--- src/rtl/can_tx_mb_sched.sv ---
// Arbitrates NUM_MB transmit mailboxes onto one CAN tx path (lowest ID wins); request 3 cycles after pending.
// Holds tx_req until done/arb-loss; retries, cancels on abort/timeout/bus-off, no preemption of the active frame.
module can_tx_mb_sched #(
  parameter int NUM_MB  = 4,
  parameter int RETRY_W = 8,
  parameter int TO_W    = 16
) (
  input  logic                 clk_apb,
  input  logic                 rst_apb_n,
  input  logic [NUM_MB-1:0]    mb_valid,
  input  logic [32*NUM_MB-1:0] mb_id,
  input  logic [64*NUM_MB-1:0] mb_data,
  input  logic [RETRY_W-1:0]   retry_limit,
  input  logic [TO_W-1:0]      timeout_cycles,
  output logic [31:0]          tx_id,
  output logic [63:0]          tx_data,
  output logic                 tx_req,
  output logic                 tx_cancel,
  input  logic                 tx_done,
  input  logic                 tx_empty,
  input  logic                 arb_lost,
  input  logic                 bus_off,
  output logic [NUM_MB-1:0]    mb_done,
  output logic [NUM_MB-1:0]    mb_fail,
  output logic [1:0]           fail_code,
  output logic [2:0]           active_idx,
  output logic                 busy
);

  typedef enum logic [2:0] {S_IDLE, S_SELECT, S_REQ, S_WAIT, S_CANCEL} state_t;

  localparam logic [1:0] FC_RETRY   = 2'd0;
  localparam logic [1:0] FC_ABORT   = 2'd1;
  localparam logic [1:0] FC_TIMEOUT = 2'd2;
  localparam logic [1:0] FC_BUSOFF  = 2'd3;

  state_t             state;
  logic [2:0]         win_idx;
  logic [1:0]         cancel_code;
  logic [TO_W-1:0]    to_cnt;
  logic [RETRY_W-1:0] retry_cnt [8];

  // Mailbox views padded to 8 entries so a 3-bit index never runs off the end.
  logic [31:0]        id_arr   [8];
  logic [63:0]        data_arr [8];
  logic [7:0]         valid8;
  logic [NUM_MB-1:0]  act_oh;
  logic [2:0]         win_sel;
  logic [28:0]        win_key;
  logic               win_found;
  logic [RETRY_W-1:0] ret_inc;

  always_comb begin
    valid8 = '0;
    act_oh = '0;
    for (int i = 0; i < 8; i++) begin
      id_arr[i]   = '0;
      data_arr[i] = '0;
    end
    for (int i = 0; i < NUM_MB; i++) begin
      id_arr[i]   = mb_id[32*i +: 32];
      data_arr[i] = mb_data[64*i +: 64];
      valid8[i]   = mb_valid[i];
      act_oh[i]   = (active_idx == 3'(i));
    end
  end

  // Strict less-than keeps ties with the lower index.
  always_comb begin
    win_found = 1'b0;
    win_sel   = '0;
    win_key   = '1;
    for (int i = 0; i < NUM_MB; i++) begin
      if (mb_valid[i] && (!win_found || id_arr[i][28:0] < win_key)) begin
        win_found = 1'b1;
        win_key   = id_arr[i][28:0];
        win_sel   = 3'(i);
      end
    end
  end

  assign ret_inc = (retry_cnt[active_idx] == '1) ? retry_cnt[active_idx]
                                                 : retry_cnt[active_idx] + 1'b1;

  always_ff @(posedge clk_apb or negedge rst_apb_n) begin
    if (!rst_apb_n) begin
      state       <= S_IDLE;
      win_idx     <= '0;
      cancel_code <= '0;
      to_cnt      <= '0;
      for (int i = 0; i < 8; i++) retry_cnt[i] <= '0;
      tx_id       <= '0;
      tx_data     <= '0;
      tx_req      <= 1'b0;
      tx_cancel   <= 1'b0;
      mb_done     <= '0;
      mb_fail     <= '0;
      fail_code   <= '0;
      active_idx  <= '0;
      busy        <= 1'b0;
    end else begin
      mb_done <= '0;
      mb_fail <= '0;
      for (int i = 0; i < 8; i++) if (!valid8[i]) retry_cnt[i] <= '0;

      case (state)
        S_IDLE: begin
          if (|mb_valid && !bus_off) begin
            win_idx <= win_sel;
            state   <= S_SELECT;
            busy    <= 1'b1;
          end
        end
        S_SELECT: begin
          active_idx <= win_idx;
          tx_id      <= id_arr[win_idx];
          tx_data    <= data_arr[win_idx];
          state      <= S_REQ;
        end
        S_REQ: begin
          tx_req <= 1'b1;
          to_cnt <= '0;
          state  <= S_WAIT;
        end
        S_WAIT: begin
          if (to_cnt != '1) to_cnt <= to_cnt + 1'b1;
          if (bus_off) begin
            tx_req                <= 1'b0;
            mb_fail               <= act_oh;
            fail_code             <= FC_BUSOFF;
            retry_cnt[active_idx] <= '0;
            state                 <= S_IDLE;
            busy                  <= 1'b0;
          end else if (tx_done) begin
            tx_req                <= 1'b0;
            mb_done               <= act_oh;
            retry_cnt[active_idx] <= '0;
            state                 <= S_IDLE;
            busy                  <= 1'b0;
          end else if (!valid8[active_idx]) begin
            tx_req      <= 1'b0;
            tx_cancel   <= 1'b1;
            cancel_code <= FC_ABORT;
            state       <= S_CANCEL;
          end else if (timeout_cycles != '0 && to_cnt == timeout_cycles) begin
            tx_req      <= 1'b0;
            tx_cancel   <= 1'b1;
            cancel_code <= FC_TIMEOUT;
            state       <= S_CANCEL;
          end else if (arb_lost) begin
            tx_req <= 1'b0;
            state  <= S_IDLE;
            busy   <= 1'b0;
            if (retry_limit != '0 && ret_inc == retry_limit) begin
              mb_fail               <= act_oh;
              fail_code             <= FC_RETRY;
              retry_cnt[active_idx] <= '0;
            end else begin
              retry_cnt[active_idx] <= ret_inc;
            end
          end
        end
        S_CANCEL: begin
          // A frame that completed despite the cancel counts as delivered.
          if (tx_done || tx_empty || bus_off) begin
            tx_cancel             <= 1'b0;
            retry_cnt[active_idx] <= '0;
            state                 <= S_IDLE;
            busy                  <= 1'b0;
            if (tx_done) begin
              mb_done <= act_oh;
            end else begin
              mb_fail   <= act_oh;
              fail_code <= tx_empty ? cancel_code : FC_BUSOFF;
            end
          end
        end
        default: state <= S_IDLE;
      endcase
    end
  end

endmodule
--- config.mk ---
export PLATFORM = sky130hd
export DESIGN_NAME = can_tx_mb_sched
export DESIGN_NICKNAME = d
export VERILOG_FILES = /design/src/rtl/can_tx_mb_sched.sv
export SDC_FILE = /design/constraint.sdc
export NUM_CORES = 1
export LEC_CHECK = 0
export CAP_MARGIN = 5
export CORE_MARGIN = 1
export CORE_UTILIZATION = 26
export DETAILED_ROUTE_END_ITERATION = 16
export PLACE_DENSITY = 0.49
export REMOVE_ABC_BUFFERS = 1
export SYNTH_ARGS = -nofsm -noshare
export SYNTH_HDL_FRONTEND = slang
export SYNTH_SLANG_ARGS = --single-unit
--- constraint.sdc ---
create_clock -name clk_apb -period 6 [get_ports clk_apb]
set_input_delay 1.8 -clock clk_apb [delete_from_list [all_inputs] [get_ports clk_apb]]
set_output_delay 1.8 -clock clk_apb [all_outputs]
set_load 0.03 [all_outputs]
Word level (Yosys, flattened, before mapping):

Index checks and enable logic that the tools add are counted.

* register bits: 200
* bits of input ports: 418
* output and inout port bits: 112
* word-level logic and storage cells: 185

* $add $sub $neg: 2
* magnitude comparators: 7
* equal/unequal tests: 28
* multiplexer cells: 89
* bitwise gates (word level): 6
* reductions and logical operators: 32

Operator list (count)
* two-way mux 64 bit: 9
* binary-select mux 64 bit (select 3 bit): 1
* case mux 64 bit (2 select lines): 1
* binary-select mux 32 bit (select 3 bit): 1
* < comparator 29 bit: 3
* two-way mux 29 bit: 3
* bitwise AND 64 bit: 1
* bitwise mux 64 bit: 1
* two-way mux 32 bit: 2
* two-way mux 8 bit: 8
* inverter 64 bit: 1
* two-way mux 4 bit: 11
* case mux 16 bit (2 select lines): 1
* two-way mux 3 bit: 9
* binary-select mux 8 bit (select 3 bit): 1
* demux 8 bit (select 3 bit): 1
* two-way mux 2 bit: 11
* two-way mux 1 bit: 20
* != test 3 bit, second input constant: 6
* adder 16 x 1 -> 16 bit, second input constant: 1
* equality test 16 bit: 1
* two-way mux 16 bit: 1
* != test 16 bit, second input constant: 1
* case mux 4 bit (2 select lines): 2
* 35 further kinds: 67

Longest topological paths before layout:

Gate-level depths: netlist (run 1).

* depth in word-level cells: 15
* gate-level depth with buffers: 32
* gate-level depth less buffers: 26

Worst setup path after synthesis (run 1):

No wires, ideal clock.

* kind: input -> register
* start: input mb_valid[0]
* end: register win_idx[0]
* library setup time: 87 ps
* arrival time: 8987 ps
* data required time: 5913 ps
* path slack: -3073 ps
* stages: 32
* path buffers: 6
* cells stage by stage: buf_2 > clkbuf_1 > clkbuf_1 > nor2b_1 > ha_1 > and3_1 > and3_1 > a311oi_1 > a21oi_1 > nor4b_1 > clkbuf_1 > mux2_2 > ha_1 > a21oi_1 > o21ai_0 > a221oi_1 > a21boi_0 > or4_1 > or2_2 > o211a_1 > buf_2 > buf_2 > mux2_2 > ha_1 > a21o_1 > a21o_1 > a221o_1 > nand2_1 > nor4bb_1 > o2111a_1 > a21boi_0 > o211ai_1

* word-level cells in the longest chain between the ends: 13
* elaborated cells on any way between the ends: 24
* those cells by class: order compare: 3; mux: 9; reduce/logical: 12

Ends and longest elaborated chain
* start: declaration: RTL line 10 `input logic [NUM_MB-1:0] mb_valid,`
* two-way mux 29 bit / two-way mux 1 bit (equally long branches): RTL line 74 `if (mb_valid[i] && (!win_found || id_arr[i][28:0] < win_key)) begin`
* < comparator 29 bit / logical NOT 1 bit (equally long branches): RTL line 74
* logical OR 1 bit: RTL line 74
* logical AND 1 bit: RTL line 74
* two-way mux 29 bit / two-way mux 1 bit (equally long branches): RTL line 74
* < comparator 29 bit / logical NOT 1 bit (equally long branches): RTL line 74
* logical OR 1 bit: RTL line 74
* logical AND 1 bit: RTL line 74
* two-way mux 29 bit / two-way mux 1 bit (equally long branches): RTL line 74
* < comparator 29 bit / logical NOT 1 bit (equally long branches): RTL line 74
* logical OR 1 bit: RTL line 74
* logical AND 1 bit: RTL line 74
* two-way mux 3 bit: RTL line 74
* end signal: assignment: RTL line 109 `win_idx <= win_sel;`
* end: declaration: RTL line 38 `logic [2:0] win_idx;`

Several ways; a longest one is shown, not always the timed one.
A chain may end at the register's enable or synchronous reset.

Final worst setup path (run 1):

Same ends and word-level chain as after synthesis.

==> results.md, run 1 <==
* Buf+Inv Stages, Crit Path at 6
* Die H at 224 µm
* Worst-margin pin slew at 0.973 ns
* Die W at 224 µm
* Yosys warns at 0
* EDFF count, synth at 0
* Area fraction of the dominant cell type after synthesis at 0.323
* Initial antenna violation count at 8
* H-tree depth at 4
* DRC viols at 0
* Crit-path max cell delay at 0.52 ns
* CP dominant cell by count: buf_6
* Average wire per standard cell at 21.7 µm
* Total GRT Usage at 0.212
* M1 wire length at 23600 µm
* Data arrival time of the critical path at 8.02 ns
* Worst setup SP type: input port
* Pwr Density at 342 mW/mm²
* Post-layout util at 0.447
* Setup CP Type: in2reg
* Worst hold path class: reg2reg
* Core area at 0.0488 mm²
* Worst Setup End Kind: flip-flop
* Slew Viols, Final at 0
* Status: complete, but fails checks
* Final Setup Violations at 2
* 1st-iter DRT viols at 623
* CP max FO at 8
* Leakage Power at 8.92 nW
* WL met3 at 2430 µm
* Area grow syn2layout at 69.9%
* Slew margin rel. at 0.352
* Most area-hungry cell type in the Yosys netlist: dfrtp_1
* DR top layer: met5
* Vias per inst at 4.93
* Setup slack after layout at -1.65 ns
* Synth top cells by count: dfrtp_1, mux2_2, mux4_2
* Fmax at 131 MHz
* Vias in the first global route at 12853
* Initial DRT Pass Iterations at 5
* Critical path required time at 6.37 ns
* Layout cells sized above 1 at 0.338
* Reg clk slew, reported paths at 0.08 ns
* Mapped cell area at 0.0129 mm²
* Worst hold slack at 0.484 ns
* Detailed Place HPWL at 41600 µm
* Rows at 81
* Antenna-violating nets left at 0
* Mean Syn Cell Area at 11.4 µm²
* Routability Congestion at 0.891
* Clk_lat worst skew at 0.49 ns
* RSZ-0062 raised after global routing: true
* Fill cells at 4671
* I/O Buffers at 528
* Yosys cell types at 70
* Root Buffer: clkbuf_16
* Synth async-reset ratio at 1.00
* Final hold viol count at 0
* Clock tree buffer depth at 2
* Seq cells post-synth at 166
* Global-route wire length before repair at 79700 µm
* Ports at 530
* Die area at 0.0503 mm²
* Violated checks: negative setup slack
* MaxCap Viol Count at 0
* Met2 wire len at 26300 µm
* Clk sink count at 166
* CP max-delay cell: or4_4
* Clock Skew at 0.0149 ns
* Final Critical Period at 7.65 ns
* Initial core utilization at 0.263
* DRT Wirelength at 53400 µm
* Critical path's top delay family: simple AND/OR/NAND/NOR gates
* Most used DFF post-synth: dfrtp_1
* Post-synthesis sequential area ratio at 0.323
* CTS Buf Count at 17
* Synth Instances at 1131
* Most frequent cell after synthesis: dfrtp_1
* Vias at 12142
* Main area contributors after synthesis: dfrtp_1, mux4_2, mux2_2, ha_1, inv_1
* Largest net degree at the start of global routing at 106
* Max VDD drop at 0.000248 V
* Overflow after GRT at 0
* Post-route clock period utilization at 1.28
* Setup WS pre-CTS at -3.17 ns
* CTS tree: yes
* Fin nets at 2279
-- worst min-delay path, delay by kind of cell, from the launching register on --
family / cells / cell delay, ns
flops: 1 / 0.34
compound gates: 1 / 0.06
simple gates: 1 / 0.05
-- stage by stage --
step                total power [mW]  cells  instance area, µm²  setup TNS, ns
floorplan                       4.66   1069               12600        -275.81
global placement                6.18   2388               19700          -5.86
detailed placement              6.21   2388               19700          -6.30
CTS                             7.53   2451               21400          -3.32
global route                    7.91   2460               21800          -3.95
finish                          7.47   2463               21800          -3.28
-- flip-flops by register name, indices dropped and copies added (netlist names) --
name         count
fail_code        2
tx_data         64
tx_req           1
mb_fail          4
win_idx          2
active_idx       2
retry_cnt       32
busy             1
tx_cancel        1
tx_id           32
state            3
to_cnt          16
cancel_code      2
mb_done          4
-- final timing paths --
| path | startpoint | endpoint | slack, ns | depth (start not counted) |
|---|---|---|---|---|
| min in group asynchronous | rst_apb_n | tx_data[49] | 1.28 | 1 |
| max in group asynchronous | rst_apb_n | win_idx[1] | 3.66 | 2 |
| max reg2reg | active_idx[0] | retry_cnt[57] | 1.91 | 9 |
| min reg2reg | retry_cnt[59] | retry_cnt[59] | 0.48 | 2 |
| max | mb_valid[0] | win_idx[0] | -1.65 | 29 |
| min | retry_cnt[59] | retry_cnt[59] | 0.48 | 2 |
-- logic make-up (layout without fill, tap and decap cells) --
family                     after synthesis  after routing  share of synthesized area
AOI/OAI and AO/OA                      177            177                     0.0950
xor gates and xnor gates                37             37                     0.0252
adders and majority gates               82             82                     0.0798
buffers and inverters                  131            792                     0.0412
DFF                                    166            166                      0.323
muxes                                  263            263                      0.322
other                                    1              8                   0.000292
and+or+nand+nor                        274            274                      0.114
-- report_power, final --
| group | switching [mW] | internal, mW |
|---|---|---|
| Clock | 0.593 | 0.563 |
| Combinational | 2.03 | 2.31 |
| Sequential | 0.442 | 1.53 |
| Total | 3.07 | 4.40 |
-- final cells by class --
cell class / instances / area, µm² / share of cell area
antenna: 7 / 17.5 / 0.000802
clock buffer: 17 / 425 / 0.0195
clock inverter: 15 / 171 / 0.00785
inverter: 69 / 259 / 0.0119
multi-input combinational: 834 / 9380 / 0.429
sequential: 166 / 4160 / 0.190
tap: 664 / 831 / 0.0380
timing repair buffer: 691 / 6600 / 0.302
-- what timing repair did --
item                       CTS  global route
setup endpoints to repair    2             2
cloned                       2             0
pin swaps                   69            38
hold buffers                 0             0
setup buffers               29             8
resized for setup          234            57
-- cells in the final DEF (no fill, tap or decap), types with 16 or more instances in the layout --
cell type and n:
clkdlybuf4s50_1 481, nand4_1 19, a21oi_1 27, buf_4 145, ha_4 54, clkbuf_16 17
nand3_1 18, nor2b_4 16, dlygate4sd2_1 32, dfrtp_1 164, o21ai_0 17, xor2_1 28
nand2_1 52, a22o_1 21, ha_1 26, inv_1 69, mux4_2 105, mux2_2 129
mux2_4 23, nor2_1 59, o21ai_1 17
-- metal layers --
layer / vias up / GRT usage
met3: 56 / 0.0459
met4: 2 / 0.0612
met1: 6140 / 0.280
met5: - / 0
met2: 302 / 0.349
li1: 5642 / -
Power figures use the tool's default switching activity.
==> run 2, diff against run 1 <==
--- a/config.mk
+++ b/config.mk
@@ -14,3 +14,4 @@
 export SYNTH_ARGS = -nofsm -noshare
 export SYNTH_HDL_FRONTEND = slang
 export SYNTH_SLANG_ARGS = --single-unit
+export TNS_END_PERCENT = 30
==> results.md, run 2 (synthesis results as in run 1) <==
* Status: complete, but fails checks
* Violated checks: negative setup slack
* Die area at 0.0503 mm² (unchanged)
* Initial DRT Pass Iterations at 5 (unchanged)
* Total GRT Usage at 0.212 (unchanged)
* Setup WS pre-CTS at -3.17 ns (unchanged)
* Worst setup SP type: input port
* Most frequent cells in the layout: clkdlybuf4s50_1, dfrtp_1, buf_4
* Antenna-violating nets left at 0 (unchanged)
* Hold buffers post-CTS at 0 (unchanged)
* Overflow after GRT at 0 (unchanged)
* CTS Buf Count at 17 (unchanged)
* H-tree depth at 4 (unchanged)
* Total chip power at 7.47 mW (about the same)
* Fmax at 130 MHz (-0.43%)
* Largest net degree at the start of global routing at 106 (unchanged)
* CP max-delay cell: or4_4
* Most common library cell in the layout ignoring fill and taps: clkdlybuf4s50_1
* RSZ-0062 raised after global routing: true
* Clk_lat worst skew at 0.49 ns (about the same)
* Worst hold slack at 0.484 ns (-0.000422 ns)
* Initial core utilization at 0.263 (unchanged)
* Die W at 224 µm (unchanged)
* Ports at 530 (unchanged)
* Fill cells at 4668 (-0.064%)
* Leakage Power at 8.91 nW (about the same)
* Clk sink count at 166 (unchanged)
* Critical path required time at 6.41 ns (+0.04 ns)
* Vias in the first global route at 12853 (unchanged)
* CP max FO at 8 (unchanged)
* Die H at 224 µm (unchanged)
* Average wire per standard cell at 21.7 µm (about the same)
* Post-route clock period utilization at 1.28 (+0.00546)
* Area grow syn2layout at 69.8% (about the same)
* Setup slack after layout at -1.69 ns (-0.0328 ns)
* Multi-input gate area at 0.00937 mm² (-0.11%)
* Setup CP Type: in2reg
* Clock Skew at 0.0136 ns (-0.00127 ns)
* Slew Viols, Final at 0 (unchanged)
* Final Setup Violations at 2 (unchanged)
* Data arrival time of the critical path at 8.09 ns (+0.07 ns)
* Worst-margin pin slew at 0.978 ns (+0.00530 ns)
* I/O Buffers at 528 (unchanged)
* Reg with most FFs: tx_data
* Final Critical Period at 7.69 ns (+0.0328 ns)
* Pwr Density at 342 mW/mm² (about the same)
* Max VDD drop at 0.000248 V (+0.18%)
* Global-route wire length before repair at 79700 µm (unchanged)
* Layout cells sized above 1 at 0.337 (-0.00112)
* 1st-iter DRT viols at 601 (-3.5%)
* Crit-path max cell delay at 0.52 ns (about the same)
* MaxCap Viol Count at 0 (unchanged)
* Placement Cell Area at 0.0197 mm² (unchanged)
* Slew margin rel. at 0.348 (-0.00353)
* Max reg flops at 64 (unchanged)
* Root Buffer: clkbuf_16
* Final Non-Filler Cells at 2462 (-0.041%)
* Reg clk slew, reported paths at 0.07 ns (about the same)
* Fin nets at 2279 (unchanged)
* Final hold viol count at 0 (unchanged)
* Routability Congestion at 0.891 (unchanged)
* Clock tree buffer depth at 2 (unchanged)
* Inst Count DP at 2388 (unchanged)
* Worst hold path class: reg2reg
* Vias per inst at 4.93 (about the same)
* DRT Wirelength at 53400 µm (about the same)
* Rows at 81 (unchanged)
* Vias at 12140 (-0.016%)
* Fin area at 0.0218 mm² (about the same)
* Worst Setup End Kind: flip-flop
* Initial antenna violation count at 8 (unchanged)
* Top Registers: tx_data x64, retry_cnt x32, tx_id x32
* Detailed Place HPWL at 41600 µm (unchanged)
* CTS tree: yes
* DRC viols at 0 (unchanged)
* Core area at 0.0488 mm² (unchanged)
* Register area at 0.00416 mm² (unchanged)
-- run 2: repair_timing --
item,CTS,global route
resized for setup,234,53
buffers inserted,29,7
gates cloned,2,0
pin swaps,69,35
endpoints found under the setup margin,2,2
-- run 2: metrics by stage --
stage | utilization | TNS (ns)
finish | 0.447 | -3.34
global route | 0.447 | -3.99
CTS | 0.439 | -3.32
detailed placement | 0.403 | -6.30
global placement | 0.403 | -5.86
floorplan | - | -275.81
-- run 2: critical path: cells and delay by family --
family / cells / cell delay (ns)
simple gates: 8 / 2.00
compound gates: 11 / 1.96
buf+inv: 6 / 0.89
fa+ha+maj: 3 / 0.74
mux: 2 / 0.67
-- run 2: layout make-up --
type | instances | area share
clock inverter | 15 | 0.00785
antenna | 6 | 0.000688
sequential | 166 | 0.191
tap | 664 | 0.0380
clock buffer | 17 | 0.0195
inverter | 69 | 0.0119
timing repair buffer | 691 | 0.302
multi-input combinational | 834 | 0.429
-- run 2: final timing paths --
path                               startpoint       endpoint  slack (ns)  cells after the start
worst max-delay path              mb_valid[0]     win_idx[0]       -1.69                     30
worst min-delay path            retry_cnt[59]  retry_cnt[59]        0.48                      2
worst max register to register  active_idx[0]  retry_cnt[57]        1.92                      9
worst min register to register  retry_cnt[59]  retry_cnt[59]        0.48                      2
max in group asynchronous           rst_apb_n     win_idx[1]        3.66                      2
min in group asynchronous           rst_apb_n    tx_data[49]        1.27                      1
-- run 2: power breakdown --
| group | internal [mW] | switching, mW |
|---|---|---|
| clock network | 0.563 | 0.592 |
| logic | 2.31 | 2.03 |
| registers | 1.53 | 0.441 |
| total | 4.40 | 3.06 |
-- run 2: layer usage --
metal | vias up | share of wire | GRT usage
met5 | - | 0.00015 | 0
met4 | 2 | 0.018 | 0.0612
met3 | 53 | 0.044 | 0.0459
met2 | 298 | 0.49 | 0.349
met1 | 6147 | 0.44 | 0.280
li1 | 5640 | - | -
==> run 3, diff against run 2 <==
--- a/config.mk
+++ b/config.mk
@@ -8,6 +8,7 @@
 export CAP_MARGIN = 5
 export CORE_MARGIN = 1
 export CORE_UTILIZATION = 26
+export CTS_CLUSTER_SIZE = 16
 export DETAILED_ROUTE_END_ITERATION = 16
 export PLACE_DENSITY = 0.49
 export REMOVE_ABC_BUFFERS = 1
==> constraint.sdc (replaced) <==
create_clock -name clk_apb -period 8.25 [get_ports clk_apb]
set_input_delay 2.475 -clock clk_apb [delete_from_list [all_inputs] [get_ports clk_apb]]
set_output_delay 2.475 -clock clk_apb [all_outputs]
set_load 0.03 [all_outputs]
==> results.md, run 3 (synthesis results as in run 1) <==
* Status: complete, but fails checks
* Violated checks: negative setup slack
* H-tree depth at 4 (unchanged)
* Initial core utilization at 0.263 (unchanged)
* Pwr Density at 251 mW/mm² (-27%)
* Clock Skew at 0.0125 ns (-0.00113 ns)
* Core area at 0.0488 mm² (unchanged)
* Worst setup SP type: input port
* Post-route clock period utilization at 1.03
* Critical path required time at 8.65 ns (+2.24 ns)
* Fin nets at 2257 (-0.97%)
* Placement Cell Area at 0.0195 mm² (-0.81%)
* Clock tree buffer depth at 2 (unchanged)
* Worst hold slack at 0.481 ns (-0.00274 ns)
* Combinational cell fraction of total power at 0.580 (-0.002)
* Clk_lat worst skew at 0.50 ns (about the same)
* CTS tree: yes
* Worst Setup End Kind: flip-flop
* Antenna-violating nets left at 0 (unchanged)
* CP max-delay cell: or4_4
* Final Critical Period at 8.49 ns
* Top Registers: tx_data x64, retry_cnt x32, tx_id x32
* Vias per inst at 4.91 (-0.48%)
* Worst-margin pin slew at 1.01 ns (+0.0280 ns)
* Internal power at 3.21 mW (-27%)
* Data arrival time of the critical path at 8.89 ns (+0.80 ns)
* Clk pwr share at 0.157 (+0.002)
* Worst hold path class: reg2reg
* Final Setup Violations at 2 (unchanged)
* Initial antenna violation count at 11 (+3)
* Multi-input gate area at 0.00920 mm² (-1.8%)
* CTS Buf Count at 17 (unchanged)
* Vias in the first global route at 12468 (-3.0%)
* Most frequent cells in the layout: clkdlybuf4s50_1, dfrtp_1, mux2_2
* Reg power frac at 0.263 (about the same)
* Fin area at 0.0216 mm² (-1.2%)
* Reg with most FFs: tx_data
* Layout cells sized above 1 at 0.319 (-0.0178)
* Post-layout util at 0.442 (-0.00533)
* Setup slack after layout at -0.243 ns (+1.44 ns)
* Critical path's top delay family: compound AO/OA/AOI/OAI gates
* DRC viols at 0 (unchanged)
* Fmax at 118 MHz
* Routability Congestion at 0.867 (-2.6%)
* Buf+Inv Stages, Crit Path at 9 (+3)
* DRT Wirelength at 53100 µm (-0.55%)
* Most common library cell in the layout ignoring fill and taps: clkdlybuf4s50_1
* Slew margin rel. at 0.329 (-0.0187)
* Max VDD drop at 0.000151 V (-39%)
* Final Non-Filler Cells at 2440 (-0.89%)
* Vias at 11974 (-1.4%)
* Largest net degree at the start of global routing at 76 (-28%)
* Crit-path max cell delay at 0.55 ns (+0.03 ns)
* MaxCap Viol Count at 0 (unchanged)
* Reg clk slew, reported paths at 0.08 ns (about the same)
* Inst Count DP at 2365 (-0.96%)
* Rows at 81 (unchanged)
* Register area at 0.00416 mm² (unchanged)
* 1st-iter DRT viols at 576 (-4.2%)
* Max reg flops at 64 (unchanged)
* Overflow after GRT at 0 (unchanged)
* Clk sink count at 166 (unchanged)
* RSZ-0062 raised after global routing: true
* Die area at 0.0503 mm² (unchanged)
* Area grow syn2layout at 67.8%
* Slew Viols, Final at 0 (unchanged)
* I/O Buffers at 528 (unchanged)
* Leakage Power at 8.86 nW (-0.51%)
* Die W at 224 µm (unchanged)
* Root Buffer: clkbuf_16
* Final hold viol count at 0 (unchanged)
* Sw Pwr at 2.21 mW (-28%)
* Ports at 530 (unchanged)
* Die H at 224 µm (unchanged)
* Initial DRT Pass Iterations at 4 (-1)
* Detailed Place HPWL at 41700 µm (+0.22%)
* Total GRT Usage at 0.211 (-0.00122)
* Average wire per standard cell at 21.8 µm (+0.35%)
* CP dominant cell by count: ha_4
* Global-route wire length before repair at 78500 µm (-1.5%)
* Fill cells at 4640 (-0.60%)
* CP max FO at 7 (-1)
* Setup CP Type: in2reg
* Sw frac at 0.408 (-0.00243)
[run 3: repair_timing]
action / 4_1_cts / 5_1_grt
cloned: 3 / 0
resized for setup: 200 / 64
pin swaps: 65 / 51
endpoints found under the setup margin: 2 / 2
hold buffers: 0 / 0
buffers inserted: 20 / 16
[run 3: area by class of cell]
class                      count  share of cell area
multi-input combinational    834               0.427
tap                          664              0.0385
inverter                      69              0.0120
timing repair buffer         669               0.301
antenna                        6            0.000696
sequential                   166               0.193
clock buffer                  17              0.0197
clock inverter                15             0.00870
[run 3: worst reg2reg max path, cell delays in order (launching register included)]
cell and delay, ns:
dfrtp_1 1.00, mux4_2 0.74, ha_1 0.33, and3_1 0.28
a221o_1 0.34, and3_1 0.15, nor4_1 0.27, and3_2 0.44
nor2_1 0.18, a32o_1 0.28
[run 3: worst paths after layout]
path / start / to / slack (ns) / cells past startpoint
min: cancel_code[0] / cancel_code[0] / 0.48 / 1
max in group asynchronous: rst_apb_n / tx_id[14] / 4.92 / 2
max reg2reg: active_idx[0] / retry_cnt[57] / 4.13 / 9
max: mb_valid[0] / win_idx[1] / -0.24 / 32
min in group asynchronous: rst_apb_n / tx_data[8] / 1.98 / 1
min reg2reg: cancel_code[0] / cancel_code[0] / 0.48 / 1
[run 3: power by group through the flow]
stage / Sequential, mW / Combinational (mW) / Clock, mW
floorplan: 1.97 / 1.42 / 0
global placement: 1.44 / 3.05 / 0
detailed placement: 1.45 / 3.07 / 0
CTS: 1.44 / 3.14 / 0.892
global route: 1.49 / 3.34 / 0.916
finish: 1.42 / 3.14 / 0.853
[run 3: routing by layer]
metal  GRT usage  share of wire  vias up
met5           0        0.00083        -
met3      0.0534          0.052       57
li1            -              -     5574
met4      0.0698          0.020        8
met1       0.271           0.43     6023
met2       0.345           0.50      312
[run 3: through the flow]
step / power [mW] / setup slack, ns / setup TNS, ns
after floorplan: 3.39 / -3.62 / -50.39
after global placement: 4.49 / -1.52 / -3.02
after detailed placement: 4.52 / -1.51 / -3.01
after CTS: 5.47 / -0.222 / -0.411
after global routing: 5.74 / -0.471 / -0.939
final: 5.42 / -0.243 / -0.482
